File: src/rtl/verdict_capture_fsm_if.sv
// rtl/verdict_capture_fsm_if.sv - operator button/measurement inputs and verdict outputs of the capture stage
interface verdict_capture_fsm_if #(
    parameter int W = 4
);
    logic         btn_raw;
    logic [W-1:0] medida;
    logic         entrada_ac;
    logic         entrada_co;
    logic         entrada_re;
    logic         display_en;
    logic         valid;
    logic         busy;
    logic [7:0]   cont_re;

    modport master (
        output btn_raw, medida,
        input  entrada_ac, entrada_co, entrada_re, display_en, valid, busy, cont_re
    );

    modport slave (
        input  btn_raw, medida,
        output entrada_ac, entrada_co, entrada_re, display_en, valid, busy, cont_re
    );
endinterface

File: src/rtl/verdict_capture_fsm.sv
// rtl/verdict_capture_fsm.sv - debounced button capture, AC/CO/RE classification, timed verdict display
module verdict_capture_fsm #(
    parameter int W           = 4,
    parameter int LIM_INF     = 4,
    parameter int LIM_SUP     = 10,
    parameter int TOL         = 2,
    parameter int DEB_CYCLES  = 4,
    parameter int HOLD_CYCLES = 16
) (
    input logic                  clk,
    input logic                  rst_n,
    verdict_capture_fsm_if.slave bus
);
    localparam int DW = (DEB_CYCLES > 1) ? $clog2(DEB_CYCLES) : 1;
    localparam int HW = (HOLD_CYCLES > 1) ? $clog2(HOLD_CYCLES) : 1;
    localparam logic [DW-1:0] DCNT_LAST = DW'(DEB_CYCLES - 1);
    localparam logic [HW-1:0] HCNT_LAST = HW'(HOLD_CYCLES - 1);

    typedef enum logic [2:0] {
        IDLE,
        DEBOUNCE,
        EVAL,
        SHOW,
        WAIT_REL
    } state_t;

    state_t        state, state_n;
    logic          sync1, btn_s;
    logic [DW-1:0] dcnt, dcnt_n;
    logic [HW-1:0] hcnt, hcnt_n;
    logic [2:0]    verdict, verdict_n;   // {ac, co, re}
    logic          disp, disp_n;
    logic          valid, valid_n;
    logic [7:0]    cont, cont_n;
    logic [2:0]    cls;
    int            m;

    // Plain integer compares keep M+TOL and LIM_SUP+TOL free of overflow.
    always_comb begin
        m = int'({1'b0, bus.medida});
        if (m >= LIM_INF && m <= LIM_SUP)
            cls = 3'b100;
        else if ((m < LIM_INF && m + TOL >= LIM_INF) || (m > LIM_SUP && m <= LIM_SUP + TOL))
            cls = 3'b010;
        else
            cls = 3'b001;
    end

    always_comb begin
        state_n   = state;
        dcnt_n    = dcnt;
        hcnt_n    = hcnt;
        verdict_n = verdict;
        disp_n    = disp;
        valid_n   = 1'b0;
        cont_n    = cont;
        case (state)
            IDLE: begin
                if (btn_s) begin
                    state_n = DEBOUNCE;
                    dcnt_n  = '0;
                end
            end
            DEBOUNCE: begin
                if (!btn_s)
                    state_n = IDLE;
                else if (dcnt == DCNT_LAST)
                    state_n = EVAL;
                else
                    dcnt_n = dcnt + DW'(1);
            end
            EVAL: begin
                state_n   = SHOW;
                hcnt_n    = '0;
                verdict_n = cls;
                disp_n    = 1'b1;
                valid_n   = 1'b1;
                if (cls[0] && cont != 8'hFF)
                    cont_n = cont + 8'd1;
            end
            SHOW: begin
                if (hcnt == HCNT_LAST) begin
                    state_n   = WAIT_REL;
                    verdict_n = 3'b000;
                    disp_n    = 1'b0;
                end else begin
                    hcnt_n = hcnt + HW'(1);
                end
            end
            WAIT_REL: begin
                if (!btn_s)
                    state_n = IDLE;
            end
            default: begin
                state_n   = IDLE;
                verdict_n = 3'b000;
                disp_n    = 1'b0;
            end
        endcase
    end

    always_ff @(posedge clk or negedge rst_n) begin
        if (!rst_n) begin
            sync1   <= 1'b0;
            btn_s   <= 1'b0;
            state   <= IDLE;
            dcnt    <= '0;
            hcnt    <= '0;
            verdict <= 3'b000;
            disp    <= 1'b0;
            valid   <= 1'b0;
            cont    <= 8'd0;
        end else begin
            sync1   <= bus.btn_raw;
            btn_s   <= sync1;
            state   <= state_n;
            dcnt    <= dcnt_n;
            hcnt    <= hcnt_n;
            verdict <= verdict_n;
            disp    <= disp_n;
            valid   <= valid_n;
            cont    <= cont_n;
        end
    end

    assign bus.entrada_ac = verdict[2];
    assign bus.entrada_co = verdict[1];
    assign bus.entrada_re = verdict[0];
    assign bus.display_en = disp;
    assign bus.valid      = valid;
    assign bus.busy       = (state != IDLE);
    assign bus.cont_re    = cont;
endmodule

File: src/flat_wrapper.sv
// flat-port wrapper written by rule: the top's interface ports become plain ports
module verdict_capture_fsm_flat 
#(
    parameter int W           = 4,
    parameter int LIM_INF     = 4,
    parameter int LIM_SUP     = 10,
    parameter int TOL         = 2,
    parameter int DEB_CYCLES  = 4,
    parameter int HOLD_CYCLES = 16
)
  (clk, rst_n, bus_btn_raw, bus_medida, bus_entrada_ac, bus_entrada_co, bus_entrada_re, bus_display_en, bus_valid, bus_busy, bus_cont_re);
  verdict_capture_fsm_if #(.W(W)) bus_i ();
  input logic clk;
  input logic rst_n;
  input wire logic [$bits(bus_i.btn_raw)-1:0] bus_btn_raw;
  input wire logic [$bits(bus_i.medida)-1:0] bus_medida;
  output wire logic [$bits(bus_i.entrada_ac)-1:0] bus_entrada_ac;
  output wire logic [$bits(bus_i.entrada_co)-1:0] bus_entrada_co;
  output wire logic [$bits(bus_i.entrada_re)-1:0] bus_entrada_re;
  output wire logic [$bits(bus_i.display_en)-1:0] bus_display_en;
  output wire logic [$bits(bus_i.valid)-1:0] bus_valid;
  output wire logic [$bits(bus_i.busy)-1:0] bus_busy;
  output wire logic [$bits(bus_i.cont_re)-1:0] bus_cont_re;
  assign bus_i.btn_raw = bus_btn_raw;
  assign bus_i.medida = bus_medida;
  assign bus_entrada_ac = bus_i.entrada_ac;
  assign bus_entrada_co = bus_i.entrada_co;
  assign bus_entrada_re = bus_i.entrada_re;
  assign bus_display_en = bus_i.display_en;
  assign bus_valid = bus_i.valid;
  assign bus_busy = bus_i.busy;
  assign bus_cont_re = bus_i.cont_re;
  verdict_capture_fsm #(.W(W), .LIM_INF(LIM_INF), .LIM_SUP(LIM_SUP), .TOL(TOL), .DEB_CYCLES(DEB_CYCLES), .HOLD_CYCLES(HOLD_CYCLES)) u_core (.clk(clk), .rst_n(rst_n), .bus(bus_i));
endmodule
File: config.mk
export PLATFORM = sky130hd
export DESIGN_NAME = verdict_capture_fsm_flat
export DESIGN_NICKNAME = d
export VERILOG_FILES = /design/src/rtl/verdict_capture_fsm_if.sv /design/src/rtl/verdict_capture_fsm.sv /design/src/flat_wrapper.sv
export SDC_FILE = /design/constraint.sdc
export NUM_CORES = 1
export LEC_CHECK = 0
export BUFFER_PORTS_ARGS = -buffer_cell sky130_fd_sc_hd__buf_2
export CAP_MARGIN = 0
export CORE_MARGIN = 1
export CORE_UTILIZATION = 40
export CTS_CLUSTER_DIAMETER = 60
export DETAILED_ROUTE_END_ITERATION = 16
export SYNTH_ARGS = -nofsm -noshare
export SYNTH_HDL_FRONTEND = slang
export SYNTH_SLANG_ARGS = --single-unit
File: constraint.sdc
create_clock -name clk -period 4 [get_ports clk]
set_clock_uncertainty 0.1 [all_clocks]
set_input_delay 0.2 -clock clk [delete_from_list [all_inputs] [get_ports clk]]
set_output_delay 0.2 -clock clk [all_outputs]
set_load 0.02 [all_outputs]
==> summary.md, run 1 <==
The run finished with clean final reports. The tools report the detailed-routing iteration count for the pre-antenna-repair pass as 4. Most used routing layer in global routing: met2. The tools report the global routing usage on met3 as 0.0402.

The maximum operating frequency was 0.509 GHz. The via count of the first global-routing pass came out at 868. In this run the standard cell core region covers 0.00303 sq mm.

The met2 track demand over resource in global routing was 0.250. IR analysis of the VDD net gives a maximum drop of 0.194 mV. The filler cells instantiated in the layout total 305. The nature of the critical path endpoint was a flip-flop. Layout cell share with drive strength beyond 1: 0.220.

After clock tree synthesis, the setup repair step added 0 buffers. The floorplan row count came out at 20. The clock drives 24 sinks.

The root buffer cell chosen for the clock tree is sky130_fd_sc_hd__clkbuf_4. The number of instances in the synthesized netlist was 119. The area used by multi-input combinational logic came out at 633 sq um. In this run the worst hold path is classified as in2reg. The average routed wire per standard cell is 12.1 um. The area growth from synthesis to layout is 13.9%. Counting every net in the synthesized netlist gives 132.

By count the netlist is led by 24 x sky130_fd_sc_hd__dfrtp_1, 12 x sky130_fd_sc_hd__nand2_1, 8 x sky130_fd_sc_hd__o21ai_0. Across all hold checks on the routed design, the worst slack comes to 0.195 ns. For the worst setup path, the data required time is 4.10 ns.

The count of pins on the block boundary was 21. The most frequently used flop master after synthesis is sky130_fd_sc_hd__dfrtp_1. The delay of the slowest critical-path stage works out to 0.47 ns. The worst setup path is launched from a flip-flop.

Setup repair after global routing left no endpoint under its margin. For the pin with the worst max-slew slack, the measured transition is 0.504 ns. The clock-pin slew on the worst setup and hold paths was 0.12 ns. The number of different library cells used by synthesis comes to 43.

Share of flip-flops with an asynchronous set or reset: 1.00. For the total non-filler cell area in the finished layout, the log shows 0.00144 sq mm. For the global routing met1 resource utilization, the log shows 0.187. At the worst endpoint, the arrival time is 2.06 ns.

Walking the worst path, the cells encountered are nand2b_1 > nor2_8 > o21ai_1 > nor3_1 > mux2_1. The finished layout holds 185 standard cells, fillers aside. The tools report the number of levels the H-tree was split into as 1. The number of max-slew violations in the final report is 0, and the placer's final routability congestion estimate is 0.736. TritonCTS built the clock tree. Subtracting the final worst setup slack from the clock period gives 1.96 ns. The logs give 0.719 nW for the leakage component of the power and 0.813 mW for the final total power. The starting density of the core is 0.418, and the number of storage elements in the synthesis netlist is 24.

After routing, the total negative slack on setup checks comes to 0 ns. The tools report the half-perimeter wire length of the detailed placement result as 1.70 mm. Summing every instance area after synthesis gives 0.00127 sq mm. The power density over cell area works out to 564 mW/mm^2.

The number of gates resized after CTS was 0. The max capacitance violation total is 0. For the initial antenna violation count, the log shows 0.

The count of endpoints failing setup in the final report was 0. In the final layout, flip-flops and latches occupy 601 sq um. DRC violations left: 0.

Clock latency on the worst-skew pair, taken at its later pin, is 0.30 ns. The logs give 15 for the count of routing violations after the opening detailed-route iteration and 0.474 for the fraction of the yosys area taken by sequential cells. For the final net count, the log shows 156.

Total via count in the routed design: 957. The maximum number of pins on one net before global-route repair is 25, and the total count of hold-check failures in the final report is 0. The total routed wirelength was 2.24 mm. The largest individual stage delay along the critical path comes from the cell sky130_fd_sc_hd__dfrtp_1. The worst setup path is of the reg2reg kind. The first global-routing pass estimated 3.77 mm of wire. Number of port buffers: 20. The floorplan step set the die height to 58.3 um. TritonCTS created 3 clock buffers.

Buffers inserted to repair hold after CTS numbered 2. The synthesized design spends more area on one cell type than any other, namely sky130_fd_sc_hd__dfrtp_1. In the routed layout, each cell is associated on average with a via count of 5.17. Among all cell types in the netlist, the one instantiated most often is sky130_fd_sc_hd__dfrtp_1. Yosys attributes the largest share of cell area to sky130_fd_sc_hd__dfrtp_1 47%, sky130_fd_sc_hd__ha_1 5.9%, sky130_fd_sc_hd__nand2_1 3.6%. The total overflow left after global routing is 0.

The final critical-path share of the clock period works out to 0.491. The antenna diode instance count was 0. The floorplan step defined a die boundary enclosing 0.00339 sq mm. In this run the cell area measured after placement is 0.00140 sq mm.

Counting along the longest clock path gives a buffer depth of 2. The overall track demand over capacity in global routing came out at 0.144. Yosys mapped a number of flops with a built-in enable equal to 0. The width of the die works out to 58.3 um. The normalized max-slew margin was 0.661; the share of Yosys cell area claimed by the top area cell type was 0.474. The total placed cells including tap cells is 180. Along the worst path, the maximum fanout reaches 9. Yosys printed 0 warnings.

The detail route stage leaves a number of antenna-violating nets equal to 0. Averaged over all synthesized cells, the footprint is 10.6 sq um.
-- critical path, delay by kind of cell (launching register included) --
family	cells	cell delay [ns]
muxes	1	0.34
and+or+nand+nor	3	0.84
DFF	1	0.47
AOI/OAI and AO/OA	1	0.11
-- registers in the layout, indices dropped and copies added, names as in the netlist --
name / flops
u_core.bus.cont_re: 8
u_core.hcnt: 4
u_core.state: 3
u_core.verdict: 3
u_core.dcnt: 2
u_core.btn_s: 1
u_core.bus.display_en: 1
u_core.bus.valid: 1
u_core.sync1: 1
-- area by class of cell --
type,instances,area share
sequential,24,0.416
clock buffer,3,0.0156
tap,44,0.0382
inverter,3,0.00781
timing repair buffer,22,0.0833
multi-input combinational,89,0.439
-- cells by family (layout without fill, tap and decap cells) --
family	Yosys count	in the layout	share of synthesized area
DFF	24	24	0.474
muxes	3	3	0.0296
AOI/OAI and AO/OA	28	28	0.157
adders and majority gates	6	6	0.0593
and+or+nand+nor	46	46	0.212
buffers and inverters	6	28	0.0257
xor gates and xnor gates	6	6	0.0415
-- worst paths after layout --
check | to | cells past startpoint | slack, ns | startpoint
worst max-delay path | u_core.bus.cont_re[6] | 5 | 2.04 | u_core.state[2]
worst min-delay path | u_core.bus.cont_re[0] | 4 | 0.19 | bus_medida[3]
worst max register to register | u_core.bus.cont_re[6] | 5 | 2.04 | u_core.state[2]
worst min register to register | u_core.btn_s | 0 | 0.26 | u_core.sync1
max in group asynchronous | u_core.state[2] | 2 | 3.17 | rst_n
min in group asynchronous | u_core.state[1] | 2 | 0.28 | rst_n
-- cell usage in the layout (no fill, tap or decap), types with 2 or more instances in the layout --
cell,Yosys,layout
sky130_fd_sc_hd__o21ai_0,8,8
sky130_fd_sc_hd__a21oi_1,5,5
sky130_fd_sc_hd__nand3b_1,2,2
sky130_fd_sc_hd__a22oi_1,2,2
sky130_fd_sc_hd__nand2b_1,4,4
sky130_fd_sc_hd__dlygate4sd3_1,0,2
sky130_fd_sc_hd__nor3_1,3,3
sky130_fd_sc_hd__inv_1,3,3
sky130_fd_sc_hd__xnor2_1,5,5
sky130_fd_sc_hd__nand2_1,12,12
sky130_fd_sc_hd__nand3_1,5,5
sky130_fd_sc_hd__a22o_1,2,2
sky130_fd_sc_hd__and3_1,3,3
sky130_fd_sc_hd__ha_1,6,6
sky130_fd_sc_hd__nand4_1,3,3
sky130_fd_sc_hd__clkbuf_4,0,3
sky130_fd_sc_hd__dfrtp_1,24,24
sky130_fd_sc_hd__buf_2,2,20
sky130_fd_sc_hd__nor2_1,4,4
-- metrics by stage --
| step | setup slack [ns] | util |
|---|---|---|
| after detailed placement | 2.07 | 0.462 |
| final | 2.04 | 0.476 |
| after CTS | 2.04 | 0.476 |
| after global placement | 2.07 | 0.462 |
| after floorplan | 2.31 | - |
| after global routing | 1.88 | 0.476 |
-- per-layer routing --
layer / vias to the layer above / wire length [um]
met5: - / 0
met4: 0 / 0
met3: 0 / 78
met2: 18 / 1090
met1: 464 / 1070
li1: 475 / -
-- where the power goes --
group,switching [mW],internal [mW],total [mW]
logic,0.185,0.131,0.317
registers,0.0812,0.315,0.396
clock network,0.0650,0.0351,0.100
total,0.332,0.481,0.813
(Power assumes the default switching activity.)
==> run 2: changes to the inputs <==
ABC_AREA = 1   (was unset)
clock period = 1.7 ns   (was 4 ns; I/O delays follow)
==> run 2 against run 1 <==
  * Sequential power increased by 120%
  * First-iteration DRC count rose to 2.7 times the previous value
  * Power grew to 2.5 times the previous value
  * Non-clock buffer count up 3
  * Cell count grew 30%
  * Via count increased by 20%
  * Area after synthesis is 8.4% higher
  * Final area rose by 10%
  * Combinational power grew to 3.0 times the previous value
  * Critical path depth is 2 higher
  * Sequential share of layout area down 3.9 points
  * Utilization is 2.9 points higher
==> summary.md, run 2 <==
The die area was 0.00367 sq mm (+8.1%); the total count of hold-check failures in the final report was 0 (unchanged). The count of non-filler cells in the finished layout was 241 (+30%). The run gives 4 (unchanged) as the detailed-routing iteration count for the pre-antenna-repair pass. The clock-pin slew on the worst setup and hold paths works out to 0.13 ns (about the same). The average footprint of a synthesized cell is 8.12 sq um (-24%), and the layout cell share with drive strength beyond 1 is 0.234 (+0.0136). The delay of the slowest critical-path stage works out to 0.40 ns (-0.07 ns).

The tools report the number of levels the H-tree was split into as 1 (unchanged). Y dimension of the die: 60.6 um (+4.0%). The met1 routed wirelength after detailed routing was 1.27 mm (+18%); the post-placement cell area was 0.00153 sq mm (+9.1%). The logs give 303 (-0.66%) for the number of filler instances in the final layout and 4.67 mm (+24%) for the wire length of the first global-routing pass.

The tools report the met2 wire length as 1.31 mm (+21%). Share of flip-flops with an asynchronous set or reset: 1.00 (unchanged). For the overall track demand over capacity in global routing, the log shows 0.171 (+0.0271). Arrival time at the worst endpoint: 1.74 ns (-0.32 ns). The DRC violations left came out at 0 (unchanged).

The run finished with clean final reports. Traced cell by cell, the critical path runs through ha_1 > nand2_2 > nor3_4 > nand3_4 > nand3_4 > nand2_1 > nand2_1. The core region area was 0.00315 sq mm (+4.1%); the maximum number of pins on one net before global-route repair was 25 (unchanged). The share of Yosys cell area claimed by the top area cell type is 0.438 (-0.0368), and the half-perimeter wire length of the detailed placement result is 2.02 mm (+19%).

The startpoint of the worst-slack reg-to-reg timing path was u_core.bus.cont_re[1]. The library cells used most frequently in the layout, excluding fill and tap cells, are 52 x sky130_fd_sc_hd__nand2_1, 24 x sky130_fd_sc_hd__dfrtp_1, 20 x sky130_fd_sc_hd__buf_2. The count of routing violations after the opening detailed-route iteration is 41 (+26).

The logs give 0 (unchanged) for the post-cts repair resize count and 169 (+42%) for the number of instances in the synthesized netlist. Largest delay contributor family on the critical path: simple AND/OR/NAND/NOR gates. Sequential power share: 0.423 (-0.064). TritonCTS built the clock tree.

Buffer and inverter count on the worst path: 0 (unchanged). Critical hold path startpoint: bus_medida[3]. The number of flops mapped to enable cells by yosys works out to 0 (unchanged).

The tools report the max capacitance violation total as 0 (unchanged). The run gives 0.898 nW (+25%) as the leakage component of the power. The aggregate negative setup slack was 0 ns (unchanged); the count of pins on the block boundary was 21 (unchanged). After synthesis, the most frequently instantiated cells are 52 x sky130_fd_sc_hd__nand2_1, 24 x sky130_fd_sc_hd__dfrtp_1, 19 x sky130_fd_sc_hd__nand3_1.

The run gives 0.904 mW (+170%) as the reported net switching power. The maximum buffer depth of the clock tree came out at 2 (unchanged). The run gives 0.459 (+0.069) as the combinational group share of total power.

Worst-skew pair later-pin latency: 0.31 ns (about the same). For the maximum operating frequency, the log shows 0.627 GHz (+23%). Number of storage elements in the synthesis netlist: 24 (unchanged). The worst ir drop on vdd came out at 0.431 mV (+120%).

The critical path is of the reg2reg type. The worst setup path is captured at a flip-flop. Total routed wirelength: 2.66 mm (+19%).

The detailed router used layers up to and including met4. The number of cells traversed by the worst register-to-register path was 7 (+2). The tools report the antenna diode instance count as 0 (unchanged). The final critical path time including I/O delays and setup works out to 1.59 ns (-0.369 ns). The path with the worst hold slack has its endpoint at u_core.verdict[2].

The run gives 1.15 mW (+140%) as the internal power. The logs give 20 (unchanged) for the floorplan row count and 0 (unchanged) for the residual overflow from global routing. Critical path required time: 1.85 ns (-2.25 ns). The share of synthesized area spent on multiplexers was 0.00729 (-0.0224). In this run the worst hold path is classified as in2reg.

The power density over cell area is 1290 mW/mm^2 (+130%). The xor and xnor area share after synthesis is 0.0319 (-0.00960), and the total placed cells including tap cells is 233 (+29%). The switching share of total power was 0.440 (+0.0319); the mapped cell area was 0.00137 sq mm (+8.4%).

The routed via count divided by cell count works out to 4.77 (-7.8%). The count of endpoints failing setup in the final report came out at 0 (unchanged). The starting density of the core is 0.435 (+0.0171), and the clock sink count is 24 (unchanged). The arithmetic-cell share of the synthesized area counting full adders, half adders and majority gates is 0.0547 (-0.00459). Worst hold margin: 0.117 ns (-0.0782 ns). The worst setup path is launched from a flip-flop.

Post-synthesis net count: 182 (+38%). The most repeated cell in the gate-level netlist after synthesis was sky130_fd_sc_hd__nand2_1. Yosys attributes the largest share of cell area to sky130_fd_sc_hd__dfrtp_1 44%, sky130_fd_sc_hd__nand2_1 14%, sky130_fd_sc_hd__nand3_1 6.9%.

The number of flip-flops under the largest register name was 8 (unchanged). The post-synthesis compound-gate area fraction was 0.0611 (-0.0960); the width of the die was 60.6 um (+4.0%). Number of port buffers: 20 (unchanged). Post-detailed-route count of antenna-violating nets: 0 (unchanged). Critical path's slowest cell: sky130_fd_sc_hd__dfrtp_1.

The final net count was 212 (+36%). The worst hold path stage count works out to 4 (unchanged). Setup repair after global routing left no endpoint under its margin. For the CTS buffer count, the log shows 3 (unchanged). Of all cell types, the one taking the most synthesized area is sky130_fd_sc_hd__dfrtp_1. The synthesis warning total was 0 (unchanged). Placer's final routability congestion estimate: 0.822 (+12%).

Maximum fanout encountered on the critical timing path: 9 (unchanged). The tools report the met3 wirelength from detailed routing as 65 um (-17%). The setup slack of the most critical reg-to-reg path came out at 0.11 ns (-1.93 ns). The library cell used most frequently in the layout, excluding fill and tap cells, is sky130_fd_sc_hd__nand2_1. The worst register-to-register path ends at u_core.bus.cont_re[7].

The area share of and/or/nand/nor cells after synthesis works out to 0.352 (+0.139). Combinational family with the most area after synthesis: simple AND/OR/NAND/NOR gates. The cell count along the critical path came out at 7 (+2). The part of the power in the clock network is 0.118 (-0.005), and the final critical-path share of the clock period is 0.938 (+0.447). The tools report the via count of the first global-routing pass as 1114 (+28%).

The number of distinct library cells after synthesis was 22 (-49%). The normalized max-slew margin is 0.636 (-0.0253). Initial antenna violation count: 0 (unchanged). The area growth from synthesis to layout came out at 16.0%. The tools report the fraction of the yosys area taken by sequential cells as 0.438 (-0.0368). Final total power: 2.06 mW (+150%). Cell chosen for the clock root: sky130_fd_sc_hd__clkbuf_4. The total non-filler cell area in the finished layout is 0.00159 sq mm (+10%), and the number of max-slew violations in the final report is 0 (unchanged).

The average routed wire per standard cell is 11.0 um (-8.7%). Among all flip-flop cells after synthesis, the most frequent one is sky130_fd_sc_hd__dfrtp_1. The total via count in the routed design is 1149 (+20%), and the transition time at the pin with the least slew margin is 0.546 ns (+0.0425 ns).
-- run 2: cell count changes in the layout (fill, tap and decap cells not counted), moves of 4 or more --
cell / delta
sky130_fd_sc_hd__nand3_1: +14
sky130_fd_sc_hd__inv_2: +5
sky130_fd_sc_hd__nand2_1: +40
sky130_fd_sc_hd__o21ai_0: -6
sky130_fd_sc_hd__nor2_1: +7
sky130_fd_sc_hd__xnor2_1: -5
sky130_fd_sc_hd__nand2b_1: -4
sky130_fd_sc_hd__o21ai_1: +8
sky130_fd_sc_hd__xor2_1: +4
sky130_fd_sc_hd__inv_1: +11
-- run 2: kinds of logic after synthesis --
| kind of cell | after synthesis |
|---|---|
| DFF | 24 |
| and+or+nand+nor | 97 |
| muxes | 1 |
| AOI/OAI and AO/OA | 16 |
| adders and majority gates | 6 |
| xor gates and xnor gates | 5 |
| buffers and inverters | 20 |
-- run 2: stage by stage --
step | utilization | setup WS (ns)
floorplan | - | 0.108
global placement | 0.485 | 0.175
detailed placement | 0.485 | 0.103
CTS | 0.498 | 0.0674
global route | 0.505 | 0.00588
finish | 0.505 | 0.106
-- run 2: layer usage --
layer | up-vias | global-route usage
li1 | 595 | -
met1 | 536 | 0.229
met2 | 16 | 0.272
met3 | 2 | 0.0277
met4 | 0 | 0.0779
met5 | - | 0
-- run 2: tightest hold or removal path, cell delays in order --
cell and delay (ns):
sky130_fd_sc_hd__buf_2 0.09, sky130_fd_sc_hd__nand3_1 0.14, sky130_fd_sc_hd__nand2_1 0.13, sky130_fd_sc_hd__o21ai_1 0.06
-- run 2: worst max-delay path by stage --
stage	from	end	slack [ns]
CTS	u_core.bus.cont_re[0]	u_core.bus.cont_re[7]	0.07
global placement	u_core.bus.cont_re[0]	u_core.bus.cont_re[7]	0.18
global route	u_core.bus.cont_re[1]	u_core.bus.cont_re[7]	0.006
detailed placement	u_core.bus.cont_re[0]	u_core.bus.cont_re[4]	0.10
floorplan	u_core.bus.cont_re[0]	u_core.bus.cont_re[6]	0.11
finish	u_core.bus.cont_re[1]	u_core.bus.cont_re[7]	0.11
-- run 2: what timing repair did --
item / in CTS / in global routing
setup buffers: 0 / 3
setup endpoints to repair: 0 / 8
hold endpoints to repair: 25 / 0
hold buffers: 2 / 0
-- run 2: power groups by stage --
stage	clock network, mW	logic (mW)	registers, mW
finish	0.243	0.944	0.869
global route	0.286	1.08	0.893
CTS	0.249	0.900	0.880
detailed placement	0	0.894	0.890
global placement	0	0.880	0.879
floorplan	0	0.581	0.957
-- run 2: layout make-up --
class | count | area [sq um] | share of cell area
clock buffer | 3 | 22.5 | 0.0141
sequential | 24 | 601 | 0.377
multi-input combinational | 125 | 696 | 0.437
timing repair buffer | 25 | 143 | 0.0896
tap | 44 | 55.1 | 0.0346
inverter | 20 | 76.3 | 0.0479
